[config.mk]
export PLATFORM = sky130hd
export DESIGN_NAME = dp_sequencer
export DESIGN_NICKNAME = d
export VERILOG_FILES = /design/src/rtl/dp_sequencer_pkg.sv /design/src/rtl/dp_sequencer_op_decode.sv /design/src/rtl/dp_sequencer.sv
export SDC_FILE = /design/constraint.sdc
export NUM_CORES = 1
export LEC_CHECK = 0
export ABC_CLOCK_PERIOD_IN_PS = 2100
export BUFFER_PORTS_ARGS = -buffer_cell sky130_fd_sc_hd__buf_2
export CORE_UTILIZATION = 40
export DETAILED_ROUTE_END_ITERATION = 12
export PLACE_DENSITY_LB_ADDON = 0.15
export SYNTH_ARGS = -nofsm -noshare
export SYNTH_HDL_FRONTEND = slang
export SYNTH_SLANG_ARGS = --single-unit
[constraint.sdc]
create_clock -name CLK -period 2.1 [get_ports CLK]
set_input_delay 0.42 -clock CLK [delete_from_list [all_inputs] [get_ports CLK]]
set_output_delay 0.42 -clock CLK [all_outputs]
set_load 0.02 [all_outputs]
[src/rtl/dp_sequencer_pkg.sv]
// Shared types for the datapath sequencer: opcode and FSM enums, ALU
// operation codes and the packed bundle of datapath control strobes.
package dp_sequencer_pkg;

  typedef enum logic [3:0] {
    OP_ADD  = 4'h0,
    OP_ADDI = 4'h1,
    OP_SUB  = 4'h2,
    OP_AND  = 4'h3,
    OP_OR   = 4'h4,
    OP_SHL  = 4'h5,
    OP_SHR  = 4'h6,
    OP_CMP  = 4'h7,
    OP_LW   = 4'h8,
    OP_SW   = 4'h9,
    OP_BZ   = 4'hA,
    OP_BNZ  = 4'hB,
    OP_JMP  = 4'hC,
    OP_LDF  = 4'hD,
    OP_NOP  = 4'hE,
    OP_HALT = 4'hF
  } opcode_e;

  localparam logic [2:0] ALU_ADD = 3'd0;
  localparam logic [2:0] ALU_SUB = 3'd1;
  localparam logic [2:0] ALU_AND = 3'd2;
  localparam logic [2:0] ALU_OR  = 3'd3;
  localparam logic [2:0] ALU_SHL = 3'd4;
  localparam logic [2:0] ALU_SHR = 3'd5;

  typedef enum logic [2:0] {
    ST_IDLE   = 3'd0,
    ST_INIT   = 3'd1,
    ST_EXEC   = 3'd2,
    ST_LOAD2  = 3'd3,
    ST_FINISH = 3'd4
  } state_e;

  typedef struct packed {
    logic       branch_rel_z;
    logic       branch_rel_nz;
    logic       branch_abs;
    logic       reg_write_en;
    logic       reg_sel;
    logic       lut_in;
    logic       mem_to_reg;
    logic       alu_src;
    logic       alu_sc_in;
    logic       read_mem;
    logic       write_mem;
    logic [2:0] alu_op;
    logic       pc_hold;
  } ctrl_t;

  localparam int CTRL_W = $bits(ctrl_t);

endpackage

[src/rtl/dp_sequencer_op_decode.sv]
// Pure combinational instruction decoder.
// Ports:
//   opcode_i  instruction bits [8:5]
//   fcode_i   instruction bit [0]
//   ctrl_o    packed ctrl_t strobe bundle (unlisted strobes are 0)
module dp_sequencer_op_decode
  import dp_sequencer_pkg::*;
(
  input  logic [3:0]        opcode_i,
  input  logic              fcode_i,
  output logic [CTRL_W-1:0] ctrl_o
);

  opcode_e op;
  ctrl_t   c;

  assign op     = opcode_e'(opcode_i);
  assign ctrl_o = c;

  always_comb begin
    c = '0;
    case (op)
      OP_ADD:  begin c.alu_op = ALU_ADD; c.reg_write_en = 1'b1; end
      OP_ADDI: begin c.alu_op = ALU_ADD; c.alu_src = 1'b1; c.reg_write_en = 1'b1; end
      OP_SUB:  begin c.alu_op = ALU_SUB; c.reg_write_en = 1'b1; end
      OP_AND:  begin c.alu_op = ALU_AND; c.reg_write_en = 1'b1; end
      OP_OR:   begin c.alu_op = ALU_OR;  c.reg_write_en = 1'b1; end
      OP_SHL:  begin c.alu_op = ALU_SHL; c.alu_sc_in = fcode_i; c.reg_write_en = 1'b1; end
      OP_SHR:  begin c.alu_op = ALU_SHR; c.alu_sc_in = fcode_i; c.reg_write_en = 1'b1; end
      OP_CMP:  c.alu_op = ALU_SUB;
      // First half of a load: address the memory and freeze the PC so the
      // write-back half can follow in LOAD2.
      OP_LW:   begin c.read_mem = 1'b1; c.pc_hold = 1'b1; end
      OP_SW:   c.write_mem = 1'b1;
      OP_BZ:   c.branch_rel_z = 1'b1;
      OP_BNZ:  c.branch_rel_nz = 1'b1;
      OP_JMP:  begin c.branch_abs = 1'b1; c.lut_in = fcode_i; end
      OP_LDF:  begin c.reg_sel = 1'b1; c.reg_write_en = 1'b1; end
      OP_NOP:  c = '0;
      // fcode=0 is a plain NOP; fcode=1 halts and holds the PC.
      OP_HALT: c.pc_hold = fcode_i;
      default: c = '0;
    endcase
  end

endmodule

[src/rtl/dp_sequencer.sv]
// Datapath sequencer: handshakes a run with the harness (go/done), holds the
// datapath in init for INIT_CYCLES, then drives decoded control strobes,
// inserting a stall cycle for loads and bounding run length with a watchdog.
// Ports:
//   CLK, reset (sync, active-low)   clock / reset
//   go                              run request, rising edge starts a run
//   opcode, fcode                   instruction fields from the datapath
//   dp_done                         end-of-program from the fetch unit
//   dp_start                        datapath init strobe
//   branch_*, reg_*, alu_*, mem...  datapath control strobes
//   pc_hold                         PC freeze
//   busy, done, timeout             run status
//   cycle_count                     executed cycles in current/last run
//
// state     | meaning
// ----------+--------------------------------------------------------
// ST_IDLE   | after reset, datapath held in init, waiting for go edge
// ST_INIT   | dp_start held for INIT_CYCLES, run is busy
// ST_EXEC   | decode and issue one instruction per cycle
// ST_LOAD2  | write-back half of a load, PC released
// ST_FINISH | run over, done level high, waiting for next go edge
module dp_sequencer
  import dp_sequencer_pkg::*;
#(
  parameter int unsigned INIT_CYCLES = 2,
  parameter int unsigned MAX_CYCLES  = 32'hFFFF,
  parameter int unsigned CNT_W       = 16
) (
  input  logic             CLK,
  input  logic             reset,
  input  logic             go,
  input  logic [3:0]       opcode,
  input  logic             fcode,
  input  logic             dp_done,
  output logic             dp_start,
  output logic             branch_rel_z,
  output logic             branch_rel_nz,
  output logic             branch_abs,
  output logic             reg_write_en,
  output logic             reg_sel,
  output logic             lut_in,
  output logic             mem_to_reg,
  output logic             alu_src,
  output logic             alu_sc_in,
  output logic             read_mem,
  output logic             write_mem,
  output logic [2:0]       alu_op,
  output logic             pc_hold,
  output logic             busy,
  output logic             done,
  output logic             timeout,
  output logic [CNT_W-1:0] cycle_count
);

  localparam int unsigned INIT_W = (INIT_CYCLES > 1) ? $clog2(INIT_CYCLES) : 1;
  localparam logic [INIT_W-1:0] INIT_LOAD = INIT_W'(INIT_CYCLES - 1);
  localparam logic [INIT_W-1:0] INIT_ONE  = INIT_W'(1);
  localparam logic [CNT_W-1:0]  CNT_ONE   = CNT_W'(1);
  // Count value seen during the last cycle a run may execute.
  localparam logic [CNT_W-1:0]  WD_LAST   = CNT_W'(MAX_CYCLES - 1);

  state_e            state_q, state_d;
  logic              go_q;
  logic [INIT_W-1:0] init_cnt_q, init_cnt_d;
  logic [CNT_W-1:0]  cnt_q, cnt_d, cnt_inc;
  logic              timeout_q, timeout_d;

  ctrl_t dec_ctrl;
  ctrl_t ctrl;
  logic  go_rise;
  logic  wd_hit;
  logic  is_halt;
  logic  is_load;

  dp_sequencer_op_decode u_op_decode (
    .opcode_i (opcode),
    .fcode_i  (fcode),
    .ctrl_o   (dec_ctrl)
  );

  assign go_rise = go & ~go_q;
  assign wd_hit  = (cnt_q == WD_LAST);
  assign is_halt = (opcode_e'(opcode) == OP_HALT) & fcode;
  assign is_load = (opcode_e'(opcode) == OP_LW);
  assign cnt_inc = (cnt_q == '1) ? cnt_q : cnt_q + CNT_ONE;

  always_ff @(posedge CLK) begin
    if (!reset) begin
      state_q    <= ST_IDLE;
      go_q       <= 1'b0;
      init_cnt_q <= '0;
      cnt_q      <= '0;
      timeout_q  <= 1'b0;
    end else begin
      state_q    <= state_d;
      go_q       <= go;
      init_cnt_q <= init_cnt_d;
      cnt_q      <= cnt_d;
      timeout_q  <= timeout_d;
    end
  end

  always_comb begin
    state_d    = state_q;
    init_cnt_d = init_cnt_q;
    cnt_d      = cnt_q;
    timeout_d  = timeout_q;
    ctrl       = '0;
    dp_start   = 1'b0;
    busy       = 1'b0;
    done       = 1'b0;

    case (state_q)
      ST_IDLE: begin
        dp_start     = 1'b1;
        ctrl.pc_hold = 1'b1;
        if (go_rise) begin
          state_d    = ST_INIT;
          init_cnt_d = INIT_LOAD;
          cnt_d      = '0;
          timeout_d  = 1'b0;
        end
      end

      ST_INIT: begin
        dp_start     = 1'b1;
        ctrl.pc_hold = 1'b1;
        busy         = 1'b1;
        if (init_cnt_q == '0) state_d = ST_EXEC;
        else init_cnt_d = init_cnt_q - INIT_ONE;
      end

      ST_EXEC: begin
        ctrl  = dec_ctrl;
        busy  = 1'b1;
        cnt_d = cnt_inc;
        // Ending conditions outrank the load stall; strobes still issue.
        if (wd_hit) begin
          state_d   = ST_FINISH;
          timeout_d = 1'b1;
        end else if (dp_done || is_halt) begin
          state_d = ST_FINISH;
        end else if (is_load) begin
          state_d = ST_LOAD2;
        end
      end

      ST_LOAD2: begin
        ctrl.read_mem     = 1'b1;
        ctrl.mem_to_reg   = 1'b1;
        ctrl.reg_write_en = 1'b1;
        busy              = 1'b1;
        cnt_d             = cnt_inc;
        if (wd_hit) begin
          state_d   = ST_FINISH;
          timeout_d = 1'b1;
        end else if (dp_done) begin
          state_d = ST_FINISH;
        end else begin
          state_d = ST_EXEC;
        end
      end

      ST_FINISH: begin
        ctrl.pc_hold = 1'b1;
        done         = 1'b1;
        if (go_rise) begin
          state_d    = ST_INIT;
          init_cnt_d = INIT_LOAD;
          cnt_d      = '0;
          timeout_d  = 1'b0;
        end
      end

      default: state_d = ST_IDLE;
    endcase
  end

  assign branch_rel_z  = ctrl.branch_rel_z;
  assign branch_rel_nz = ctrl.branch_rel_nz;
  assign branch_abs    = ctrl.branch_abs;
  assign reg_write_en  = ctrl.reg_write_en;
  assign reg_sel       = ctrl.reg_sel;
  assign lut_in        = ctrl.lut_in;
  assign mem_to_reg    = ctrl.mem_to_reg;
  assign alu_src       = ctrl.alu_src;
  assign alu_sc_in     = ctrl.alu_sc_in;
  assign read_mem      = ctrl.read_mem;
  assign write_mem     = ctrl.write_mem;
  assign alu_op        = ctrl.alu_op;
  assign pc_hold       = ctrl.pc_hold;
  assign timeout       = timeout_q;
  assign cycle_count   = cnt_q;

endmodule

* Word level (Yosys, flattened, before mapping)
Index checks and enable logic that the tools add are counted. Widths: inputs -> output; s select.
Word-level totals: register bits 22, latch bits 0, memory bits (writable) 0, ROM bits 0, input bits 9, output and inout bits 35, word-level logic and storage cells 92, memories 0
Cells by class: add/sub/neg operators 2, multipliers 0, div/mod/pow operators 0, $lt $le $gt $ge 0, eq/ne operators 25, shift operators 0, multiplexer cells 40, bitwise logic cells 3, reduce and logical (&&, ||, !) cells 17
Operators by type and width (count):
- $eq 16x16->1 const B | 2
- $mux 16 | 2
- $pmux 16 s2 | 1
- $eq 4x4->1 const B | 7
- $mux 3 | 8
- $mux 1 | 18
- $add 16x1->16 const B | 1
- $eq 4x3->1 const B | 4
- $pmux 3 s5 | 1
- $pmux 1 s2 | 6
- $pmux 3 s4 | 1
- $reduce_or 2->1 | 5
- $reduce_and 3->1 | 3
- $eq 4x2->1 const B | 2
- $reduce_or 8->1 | 1
- $eq 3x2->1 const B | 2
- $reduce_or 3->1 | 2
- $eq 4x1->1 const B | 1
- $logic_not 4->1 | 1
- $mux 2 | 2
- $mux 4 | 1
- $ne 2x1->1 const B | 2
- $ne 2x2->1 const B | 2
- $ne 4x4->1 const B | 1
- other kinds (9) | 11

* Depth between registers and ports, before layout
Gate-level depths: netlist (run 1).
word-level depth 6, depth in mapped cells 7, depth with buffers taken out 7

* By module
Synthesis (run 1) repeated with hierarchy kept, for this count alone.
Unflattened totals: cell total of the unflattened synthesis 209, area, all modules 1615.3 um^2
By module, submodules not included:
- dp_sequencer | instances 1, cells an instance 176, area an instance 1408.9 um^2, sequential area each 440.4 um^2
- dp_sequencer_op_decode | instances 1, cells an instance 33, area an instance 206.4 um^2, sequential area each 0.0 um^2

* Worst setup path before layout (run 1)
Ideal clock, no wire load.
path kind input to output, from input opcode[0], to output pc_hold, arrival 1.627 ns, data required time 1.680 ns, path slack 0.053 ns, stages on the path 5, buffers on the path 1, cells stage by stage clkbuf_1 > nor4b_1 > a31oi_1 > o21a_1 > o22ai_1
Between the ends: longest elaborated chain between the ends 3, elaborated cells on any way between the ends 4, those cells by class eq/ne: 2; mux: 2
RTL lines:
- from (decl) | RTL line dp_sequencer.sv:32 | input logic [3:0] opcode,
- $eq 4x4->1 | RTL line dp_sequencer_op_decode.sv:22 | case (op)
- $pmux 1 s2 (*) | RTL line dp_sequencer_op_decode.sv:22
- $pmux 1 s2 (*) | RTL line dp_sequencer.sv:113 | case (state_q)
- to (decl) | RTL line dp_sequencer.sv:48 | output logic pc_hold,
Mark *: on every way between the ends. The rest lies on a longest branch, timed or not.

* Worst setup path after layout (run 1)
from register state_q[1], to output alu_op[2]
Between the ends: longest elaborated chain between the ends 2
RTL lines:
- from (decl) | RTL line dp_sequencer.sv:62 | state_e state_q, state_d;
- from (signal assigned) | RTL line dp_sequencer.sv:95 | state_q <= state_d;
- $eq 3x2->1 | RTL line dp_sequencer.sv:113
- $mux 4 | RTL line dp_sequencer.sv:113
- to (decl) | RTL line dp_sequencer.sv:47 | output logic [2:0] alu_op,
No other way between the ends.

==> results.md, run 1 <==
* Max-slew headroom at the worst pin at 68.9%
* Worst-Margin Slew at 0.466 ns
* Antenna violations before repair at 0
* Critical Path Start Type: register
* Most instantiated flip-flop cell in the synthesis netlist: sky130_fd_sc_hd__dfxtp_1
* Area used by multi-input combinational logic at 935 um2
* Maximum clock rate at 500 MHz
* Final wirelength at 3.10 mm
* Clock transition at the registers of the reported paths at 0.12 ns
* Cell area after synthesis at 1410 um2
* Post-DP HPWL at 2.35 mm
* Sequential cell area fraction in the yosys report at 31.2%
* Number of iterations in the first detailed-routing pass at 4
* Area grow syn2layout at 24.2%
* Worst Hold Class: primary input to register
* Routed via count divided by cell count at 5.19
* #FFs+latches synth at 22
* Remaining Overflow, GRT at 0
* Detail Route Antenna Nets at 0
* Number of synthesized flops with an enable pin at 0
* Cell area after layout at 1750 um2
* Number of warning messages in the yosys log at 0
* Leakage power figure at 0.739 nW
* Hold path start: go
* Antenna cells at 0
* IO Port Bufs at 43
* Post-route minimum period at 2.00 ns
* Overall power at 0.000865 W
* Wire length of the first global-routing pass at 4.91 mm
* Startpoint-to-endpoint class of the critical path: register to output port
* Syn Inst Count at 179
* Hold path endpoint: go_q
* Worst hold slack at 0.356 ns
* DRC violation count after routing at 0
* I/O Pins at 44
* Mean Syn Cell Area at 7.88 um2
* Portion of the clock cycle consumed by the worst path in the final layout at 95.2%
* Count of unique library cells instantiated by Yosys at 41
* FF-to-FF End: cycle_count[5]
* Row Count at 21
* Number of buffers inserted for hold repair after clock tree synthesis at 0
* Max Cap Violations at 0
* Routed length per instance at 11.5 um
* Final setup skew at 0.00183 ns
* Pin count of the biggest net entering global routing at 13
* Filler instances at 365
* Die Span X at 61.4 um
* Core box area at 3360 um2
* Register area at 445 um2
* Worst vdd ir at 0.256 mV
* Height of the die at 61.4 um
* Run status: finished, final reports clean
* Share of post-route cells with drive strength above 1 at 33.2%
* Buffer levels on the longest clock path at 2
* Nature of the critical path endpoint: output port
* Number of H-tree levels at 1
* Final Hold Violating Endpoints at 0
* Slack of the worst reg-to-reg path at 0.31 ns
* Via count of the first global-routing pass at 1171
* Fin. max-slew vios at 0
* Number of nets in the layout at 235
* Unrepaired setup endpoints after global routing: no
* Worst Hold Depth at 2
* DRT iter0 DRCs at 35
* GRT Resource Usage Total at 17.2%
* Number of buffers inserted during clock tree synthesis at 3
* Clock latency at the later pin of the worst-skew pair at 0.31 ns
* Required arrival time at the worst endpoint at 1.68 ns
* Weighted congestion reported at the end of routability-driven placement at 0.777
* Number of sinks on the clock net at 22
* Synth Net Count at 190
* Crit path DAT at 1.58 ns
* CTS tree: built
* Peak fanout along the critical path at 6
* Die area at 3770 um2
* Initial core utilization at 41.9%
* Cell count of the worst reg-to-reg path at 5
* CTS Root Cell: sky130_fd_sc_hd__clkbuf_4
* # setup viols final at 0
* Sum of negative setup slack at 0 ns
* Crit Reg-Reg Startpoint: state_q[0]
* Share of synthesized flip-flops with an asynchronous set or reset at 0%
* Overall via count from detail_route at 1397
* Power density over the cells at 494 nW/um2
* Dpl cell area at 1680 um2
## power breakdown
group	leakage, nW	internal [W]	total [W]	switching (W)
Combinational	0.539	0.0000727	0.000179	0.000107
Sequential	0.180	0.000430	0.000451	0.0000209
Clock	0.0210	0.000106	0.000235	0.000129
## worst max-delay path by stage
stage | cells past startpoint | from | to
after floorplan | 5 | opcode[0] | pc_hold
after detailed placement | 6 | opcode[1] | pc_hold
after global placement | 6 | opcode[1] | pc_hold
after global routing | 5 | state_q[1] | lut_in
final | 4 | state_q[1] | alu_op[2]
after CTS | 4 | state_q[2] | alu_op[2]
## critical path: stages, from the launching register on
cell and delay [ns]:
sky130_fd_sc_hd__dfxtp_2 0.43, sky130_fd_sc_hd__nand2b_4 0.10, sky130_fd_sc_hd__or3_4 0.36, sky130_fd_sc_hd__nor3b_1 0.19
sky130_fd_sc_hd__buf_2 0.19
## layer usage
layer	up-vias	part of all wire (%)	GRT usage, %
met2	30	51	30.1
met1	660	44	21.9
met3	2	3.9	2.52
met5	-	0	0
met4	0	0.65	4.76
li1	705	-	-
## through the flow
step	std cells	util (%)	worst slack [ns]
detailed placement	264	50.0	0.173
global route	269	52.1	0.0262
floorplan	179	-	0.0525
CTS	269	51.6	0.0323
global placement	264	50.0	0.199
finish	269	52.1	0.101
## final cells by class
type | count | share of cell area [%]
tap | 46 | 3.29
timing repair buffer | 48 | 14.6
inverter | 6 | 1.29
sequential | 22 | 25.4
multi-input combinational | 143 | 53.4
clock buffer | 4 | 2.07
## synthesized netlist by cell type (all sizes together) (2+ instances only)
library cell / count / area, um2
nand2b: 6 / 37.5
and2: 5 / 31.3
dfxtp: 22 / 440
nor4b: 5 / 77.6
nor2: 41 / 154
nor3: 9 / 72.6
o21ai: 4 / 23.8
nor4: 2 / 12.5
buf: 2 / 10.0
a211oi: 4 / 30.0
mux2: 4 / 45.0
inv: 6 / 22.5
ha: 2 / 25.0
nand2: 11 / 41.3
a31oi: 3 / 18.8
nand3: 8 / 40.0
nor2b: 2 / 12.5
a21oi: 8 / 43.8
clkbuf: 6 / 22.5
o22ai: 2 / 12.5
nand4: 3 / 31.3
nand3b: 3 / 22.5
xnor2: 11 / 96.3
## logic make-up after synthesis
kind of cell             synth area share [%]
adder cells (fa/ha/maj)                  1.77
AO/OA/AOI/OAI                            11.8
AND/OR/NAND/NOR                          41.3
multiplexers                             3.19
buffers and inverters                    3.90
flip-flops                               31.2
XOR/XNOR                                 6.83
## sequential cells by signal, summed over array words and instances, names as in the netlist
signal	count
cycle_count	16
state_q	3
go_q	1
init_cnt_q	1
timeout	1
## cells in the final DEF (no fill, tap or decap), drive strengths merged, types with 5 or more instances in the layout
cell type,count
dfxtp,22
and2,5
nand2,11
xnor2,11
nor3,9
nand3,8
a21oi,8
nor4b,5
inv,6
buf,48
nand2b,6
nor2,41
## timing repair
action	CTS	global route
pin swaps	0	0
hold endpoints to repair	0	0
setup buffers	1	0
gates resized for setup	5	4
cloned	0	0
setup endpoints to repair	9	7
Power figures use the tool's default switching activity.
==> run 2, diff against run 1 <==
ABC_AREA = 1   (was unset)
==> run 2 against run 1 <==
  * Register-to-register slack gained 0.08 ns
  * Die area grew 15%
  * Count of clock-buffer cells in the layout is the same
  * Critical endpoint is now branch_rel_z
  * Design area grew 12%
  * Global-route usage grew 1.1 points
==> results.md, run 2 <==
* DRT iter0 DRCs at 75
* Max reg flops at 16
* Overall via count from detail_route at 1683
* Sequential cell area fraction in the yosys report at 27.1%
* Run status: finished, final reports clean
* Number of sinks on the clock net at 22
* Synth Net Count at 271
* Share of synthesized flip-flops with an asynchronous set or reset at 0%
* Post-route insts no fill at 356
* Cell with the biggest individual delay on the critical path: sky130_fd_sc_hd__dfxtp_2
* CTS Root Cell: sky130_fd_sc_hd__clkbuf_8
* Most frequent cell after synthesis: sky130_fd_sc_hd__nand2_1
* Antenna cells at 0
* Die area at 4320 um2
* Worst setup path startpoint: state_q[1]
* Clock transition at the registers of the reported paths at 0.08 ns
* Final wirelength at 3.62 mm
* Number of warning messages in the yosys log at 0
* Commonest non-fill, non-tap cell in the layout: sky130_fd_sc_hd__nand2_1
* Routed length per instance at 10.2 um
* Sum of negative setup slack at 0 ns
* Number of buffers inserted during clock tree synthesis at 3
* Row Count at 22
* Nature of the critical path endpoint: output port
* Max Cap Violations at 0
* Final setup skew at 0.00192 ns
* #FFs+latches synth at 22
* I/O Pins at 44
* Peak fanout along the critical path at 10
* Worst vdd ir at 0.277 mV
* Startpoint-to-endpoint class of the critical path: register to output port
* Clock latency at the later pin of the worst-skew pair at 0.26 ns
* Most frequent cells in the layout: 63 x sky130_fd_sc_hd__nand2_1, 49 x sky130_fd_sc_hd__nor2_1, 43 x sky130_fd_sc_hd__buf_2
* Antenna violations before repair at 0
* Detail Route Antenna Nets at 0
* Syn Inst Count at 260
* Core box area at 3770 um2
* Weighted congestion reported at the end of routability-driven placement at 0.819
* Number of nets in the layout at 320
* Final Hold Violating Endpoints at 0
* Number of buffers inserted for hold repair after clock tree synthesis at 0
* Cell area after layout at 1960 um2
* Post-DP HPWL at 2.87 mm
* Initial core utilization at 43.0%
* Count of unique library cells instantiated by Yosys at 29
* Most instantiated flip-flop cell in the synthesis netlist: sky130_fd_sc_hd__dfxtp_1
* Via count of the first global-routing pass at 1493
* Pin count of the biggest net entering global routing at 15
* Number of instances in the placed design at 349
* Number of iterations in the first detailed-routing pass at 5
* Dpl cell area at 1880 um2
* GRT Resource Usage Total at 18.3%
* Portion of the clock cycle consumed by the worst path in the final layout at 91.7%
* Max-slew headroom at the worst pin at 73.4%
* CTS tree: built
* # setup viols final at 0
* Register area at 442 um2
* DRC violation count after routing at 0
* Critical Path Start Type: register
* Leakage power figure at 1.03 nW
* Remaining Overflow, GRT at 0
* Final core occ at 52.0%
* Share of the synthesized area in the top cell type at 27.1%
* Routed via count divided by cell count at 4.73
* Maximum clock rate at 519 MHz
* Area grow syn2layout at 20.7%
* Mean Syn Cell Area at 6.24 um2
* Cell area after synthesis at 1620 um2
* Die Span X at 65.7 um
* Height of the die at 65.7 um
* Largest stage delay on the critical path at 0.38 ns
* Buffer levels on the longest clock path at 2
* Fin. max-slew vios at 0
* Worst Hold Class: primary input to register
* Worst-Margin Slew at 0.398 ns
* Most used standard cells in the synthesized netlist: 63 x sky130_fd_sc_hd__nand2_1, 49 x sky130_fd_sc_hd__nor2_1, 39 x sky130_fd_sc_hd__inv_1
* Share of post-route cells with drive strength above 1 at 24.0%
* IO Port Bufs at 43
* Critical path, cell by cell: inv_2 -> nor2_4 -> nand2_4 -> inv_1 -> nand2_1 -> nor3_1 -> buf_2
* Leading area contributor after synthesis: sky130_fd_sc_hd__dfxtp_1
* Number of H-tree levels at 1
* Wire length of the first global-routing pass at 6.22 mm
* Area used by multi-input combinational logic at 1000 um2
* Filler instances at 399
* Hold path start: go
* Number of synthesized flops with an enable pin at 0
* Required arrival time at the worst endpoint at 1.68 ns
* Crit path DAT at 1.51 ns
* Power density over the cells at 612 nW/um2
* Crit Reg-Reg Startpoint: cycle_count[0]
* Unrepaired setup endpoints after global routing: no
* Post-route minimum period at 1.93 ns
* Leading cell types by total area after synthesis: sky130_fd_sc_hd__dfxtp_1 27%, sky130_fd_sc_hd__nand2_1 15%, sky130_fd_sc_hd__nor2_1 11%
-- run 2: area by class of cell --
cell class	instances	area share, %
clock buffers	4	2.81
inverters	42	8.17
multi-input cells	194	51.3
flip-flops and latches	22	22.5
well taps	48	3.07
repair buffers	46	12.1
-- run 2: routing by layer --
metal	up-vias	routed length, um	global-route usage (%)
met2	29	1730	33.0
met4	0	36	4.89
met1	734	1730	22.3
met3	4	125	2.26
met5	-	0	0
li1	916	-	-
-- run 2: path summary, 6_finish.rpt --
path / endpoint / slack, ns / depth (start not counted)
worst max-delay path: branch_rel_z / 0.17 / 7
worst min-delay path: go_q / 0.35 / 3
worst max register to register: cycle_count[11] / 0.39 / 10
worst min register to register: timeout / 0.45 / 2
-- run 2: worst max-delay path, delay by kind of cell (launching register included) --
kind	cells	cell delay [ns]
simple gates	4	0.50
flops	1	0.38
buf+inv	3	0.36
-- run 2: power by group --
part	leakage [nW]	switching [W]	internal [W]
Sequential	0.179	0.0000288	0.000444
Combinational	0.819	0.000289	0.000137
Clock	0.0288	0.000135	0.000167
Total	1.03	0.000452	0.000747
-- run 2: metrics by stage --
| step | hold slack (ns) | worst slack [ns] | total power, W |
|---|---|---|---|
| 2_1_floorplan | 0.440 | 0.331 | 0.000800 |
| 3_3_place_gp | 0.441 | 0.323 | 0.000895 |
| 3_5_place_dp | 0.440 | 0.317 | 0.000898 |
| 4_1_cts | 0.347 | 0.0165 | 0.00120 |
| 5_1_grt | 0.351 | 0.0312 | 0.00129 |
| 6_report | 0.349 | 0.175 | 0.00120 |
-- run 2: cells by family (layout without fill, tap and decap cells) --
kind of cell    Yosys count  in the layout  synth area share, %
simple gates            162            162                 48.4
buf+inv                  44             92                 11.3
compound gates           28             28                 10.6
flops                    22             22                 27.1
fa+ha+maj                 2              2                 1.54
xor+xnor                  2              2                 1.08
-- run 2: timing repair --
item / in CTS / in global routing
endpoints found under the hold margin: 0 / 0
gates resized for setup: 0 / 2
setup endpoints to repair: 0 / 4
buffers inserted: 0 / 3
==> run 3, diff against run 2 <==
CELL_PAD_IN_SITES_DETAIL_PLACEMENT = 0   (was unset)
CELL_PAD_IN_SITES_GLOBAL_PLACEMENT = 2   (was unset)
CORE_UTILIZATION = 27   (was 40)
==> run 3 against run 2 <==
  * First-iteration DRC count fell by 45%
  * Non-clock buffer count did not move
  * Largest power group unchanged
  * Global-route usage fell by 3.1 points
  * Clock power rose by 4%
  * Sequential share of layout area fell by 0.34 points
  * Critical endpoint unchanged
  * Cell count rose by 6.7%
  * Register-to-register slack got worse by 0.04 ns
  * Critical path type unchanged
  * Count of clock-buffer cells in the layout did not move
  * Sequential power barely moved
  * Routed wire length rose by 20%
  * Die area rose by 47%
  * Design area rose by 1.5%
==> results.md, run 3 (synthesized netlist as in run 2, its figures left out) <==
* # setup viols final at 0
* Routed via count divided by cell count at 4.41
* Nature of the critical path endpoint: output port
* Antenna cells at 0
* Sum of negative setup slack at 0 ns
* Worst Hold Class: primary input to register
* I/O Pins at 44
* Number of sinks on the clock net at 22
* Height of the die at 79.5 um
* Startpoint-to-endpoint class of the critical path: register to output port
* Overall power at 0.00124 W
* Worst vdd ir at 0.284 mV
* Antenna violations before repair at 0
* Routed length per instance at 11.5 um
* Detail Route Antenna Nets at 0
* Max-slew headroom at the worst pin at 71.2%
* Post-route minimum period at 1.92 ns
* Die Span X at 79.5 um
* Core box area at 5640 um2
* Row Count at 27
* Final setup skew at 0.00169 ns
* Remaining Overflow, GRT at 0
* Die area at 6320 um2
* Portion of the clock cycle consumed by the worst path in the final layout at 91.2%
* Number of iterations in the first detailed-routing pass at 4
* Number of buffers and inverters on the critical path at 3
* Number of nets in the layout at 320
* Overall via count from detail_route at 1676
* Max Cap Violations at 0
* Most frequent cells in the layout: 63 x sky130_fd_sc_hd__nand2_1, 49 x sky130_fd_sc_hd__nor2_1, 43 x sky130_fd_sc_hd__buf_2
* Slack of the worst reg-to-reg path at 0.35 ns
* CTS tree: built
* Required arrival time at the worst endpoint at 1.68 ns
* Crit path DAT at 1.50 ns
* Power density over the cells at 622 nW/um2
* Fin. max-slew vios at 0
* Weighted congestion reported at the end of routability-driven placement at 0.744
* Critical path, cell by cell: inv_2 -> nor2_4 -> nand2_4 -> inv_1 -> nand2_1 -> nor3_1 -> buf_2
* Max reg flops at 16
* Pin count of the biggest net entering global routing at 15
* GRT Resource Usage Total at 15.1%
* Via count of the first global-routing pass at 1587
* Clock latency at the later pin of the worst-skew pair at 0.26 ns
* Share of post-route cells with drive strength above 1 at 24.0%
* DRT iter0 DRCs at 41
* Leakage power figure at 1.03 nW
* Commonest non-fill, non-tap cell in the layout: sky130_fd_sc_hd__nand2_1
* Cell with the biggest individual delay on the critical path: sky130_fd_sc_hd__dfxtp_2
* Number of buffers inserted for hold repair after clock tree synthesis at 0
* Critical Path Start Type: register
* Maximum clock rate at 522 MHz
* Unrepaired setup endpoints after global routing: no
* DRC violation count after routing at 0
* Final wirelength at 4.36 mm
* Buffer levels on the longest clock path at 2
* Peak fanout along the critical path at 10
* Run status: finished, final reports clean
* Crit path max-delay family: simple AND/OR/NAND/NOR gates
* Filler instances at 632
* Initial core utilization at 28.8%
* IO Port Bufs at 43
* Final core occ at 35.3%
* Largest stage delay on the critical path at 0.37 ns
* CTS Root Cell: sky130_fd_sc_hd__clkbuf_8
* Post-DP HPWL at 3.46 mm
* Final Hold Violating Endpoints at 0
* Number of H-tree levels at 1
* Worst-Margin Slew at 0.431 ns
* Area grow syn2layout at 22.6%
* Wire length of the first global-routing pass at 7.48 mm
* Number of buffers inserted during clock tree synthesis at 3
* Clock transition at the registers of the reported paths at 0.08 ns
run 3: routing by layer:
| metal | track usage, % | up-vias | routed length (um) | share of wire [%] |
|---|---|---|---|---|
| met5 | 0 | - | 0 | 0 |
| met4 | 3.27 | 0 | 23 | 0.53 |
| met3 | 1.71 | 2 | 149 | 3.4 |
| met2 | 25.5 | 26 | 1970 | 45 |
| met1 | 20.6 | 732 | 2220 | 51 |
| li1 | - | 916 | - | - |
run 3: layout make-up:
| class | count | area (um2) | share of cell area [%] |
|---|---|---|---|
| clock buffer | 4 | 55.1 | 2.77 |
| multi-input combinational | 194 | 1000 | 50.5 |
| timing repair buffer | 46 | 238 | 11.9 |
| tap | 72 | 90.1 | 4.53 |
| sequential | 22 | 442 | 22.2 |
| inverter | 42 | 160 | 8.05 |
run 3: worst reg2reg max path, stage by stage, from the launching register on:
cell	delay, ns
sky130_fd_sc_hd__dfxtp_1	0.36
sky130_fd_sc_hd__ha_1	0.21
sky130_fd_sc_hd__inv_1	0.18
sky130_fd_sc_hd__nor2_8	0.08
sky130_fd_sc_hd__nand2_4	0.10
sky130_fd_sc_hd__nor2_8	0.05
sky130_fd_sc_hd__a21boi_4	0.39
sky130_fd_sc_hd__nand2_1	0.13
sky130_fd_sc_hd__nand2_1	0.08
sky130_fd_sc_hd__nand2_1	0.04
sky130_fd_sc_hd__nor2_1	0.08
run 3: repair_timing:
item / 4_1_cts / 5_1_grt
pin swaps: 0 / 1
setup buffers: 0 / 2
endpoints found under the setup margin: 1 / 3
resized for setup: 1 / 1
run 3: power by group:
group          total [W]  internal (W)  leakage [nW]  switching [W]
clock           0.000314      0.000167        0.0288       0.000147
sequential      0.000472      0.000444         0.179      0.0000285
combinational   0.000450      0.000142         0.818       0.000308
run 3: per-stage QoR:
| step | setup slack [ns] | area, um2 | instances | hold WS, ns |
|---|---|---|---|---|
| 5_1_grt | 0.0300 | 1990 | 380 | 0.362 |
| 4_1_cts | 0.0125 | 1970 | 378 | 0.341 |
| 3_5_place_dp | 0.290 | 1910 | 374 | 0.450 |
| 3_3_place_gp | 0.275 | 1910 | 374 | 0.437 |
| 6_report | 0.184 | 1990 | 380 | 0.348 |
| 2_1_floorplan | 0.331 | 1620 | 260 | 0.440 |
run 3: worst paths after layout:
path	cells past startpoint	startpoint	end
setup reg to reg	10	cycle_count[0]	cycle_count[11]
hold / removal	3	go	go_q
setup / recovery	7	state_q[1]	branch_rel_z
hold reg to reg	2	timeout	timeout
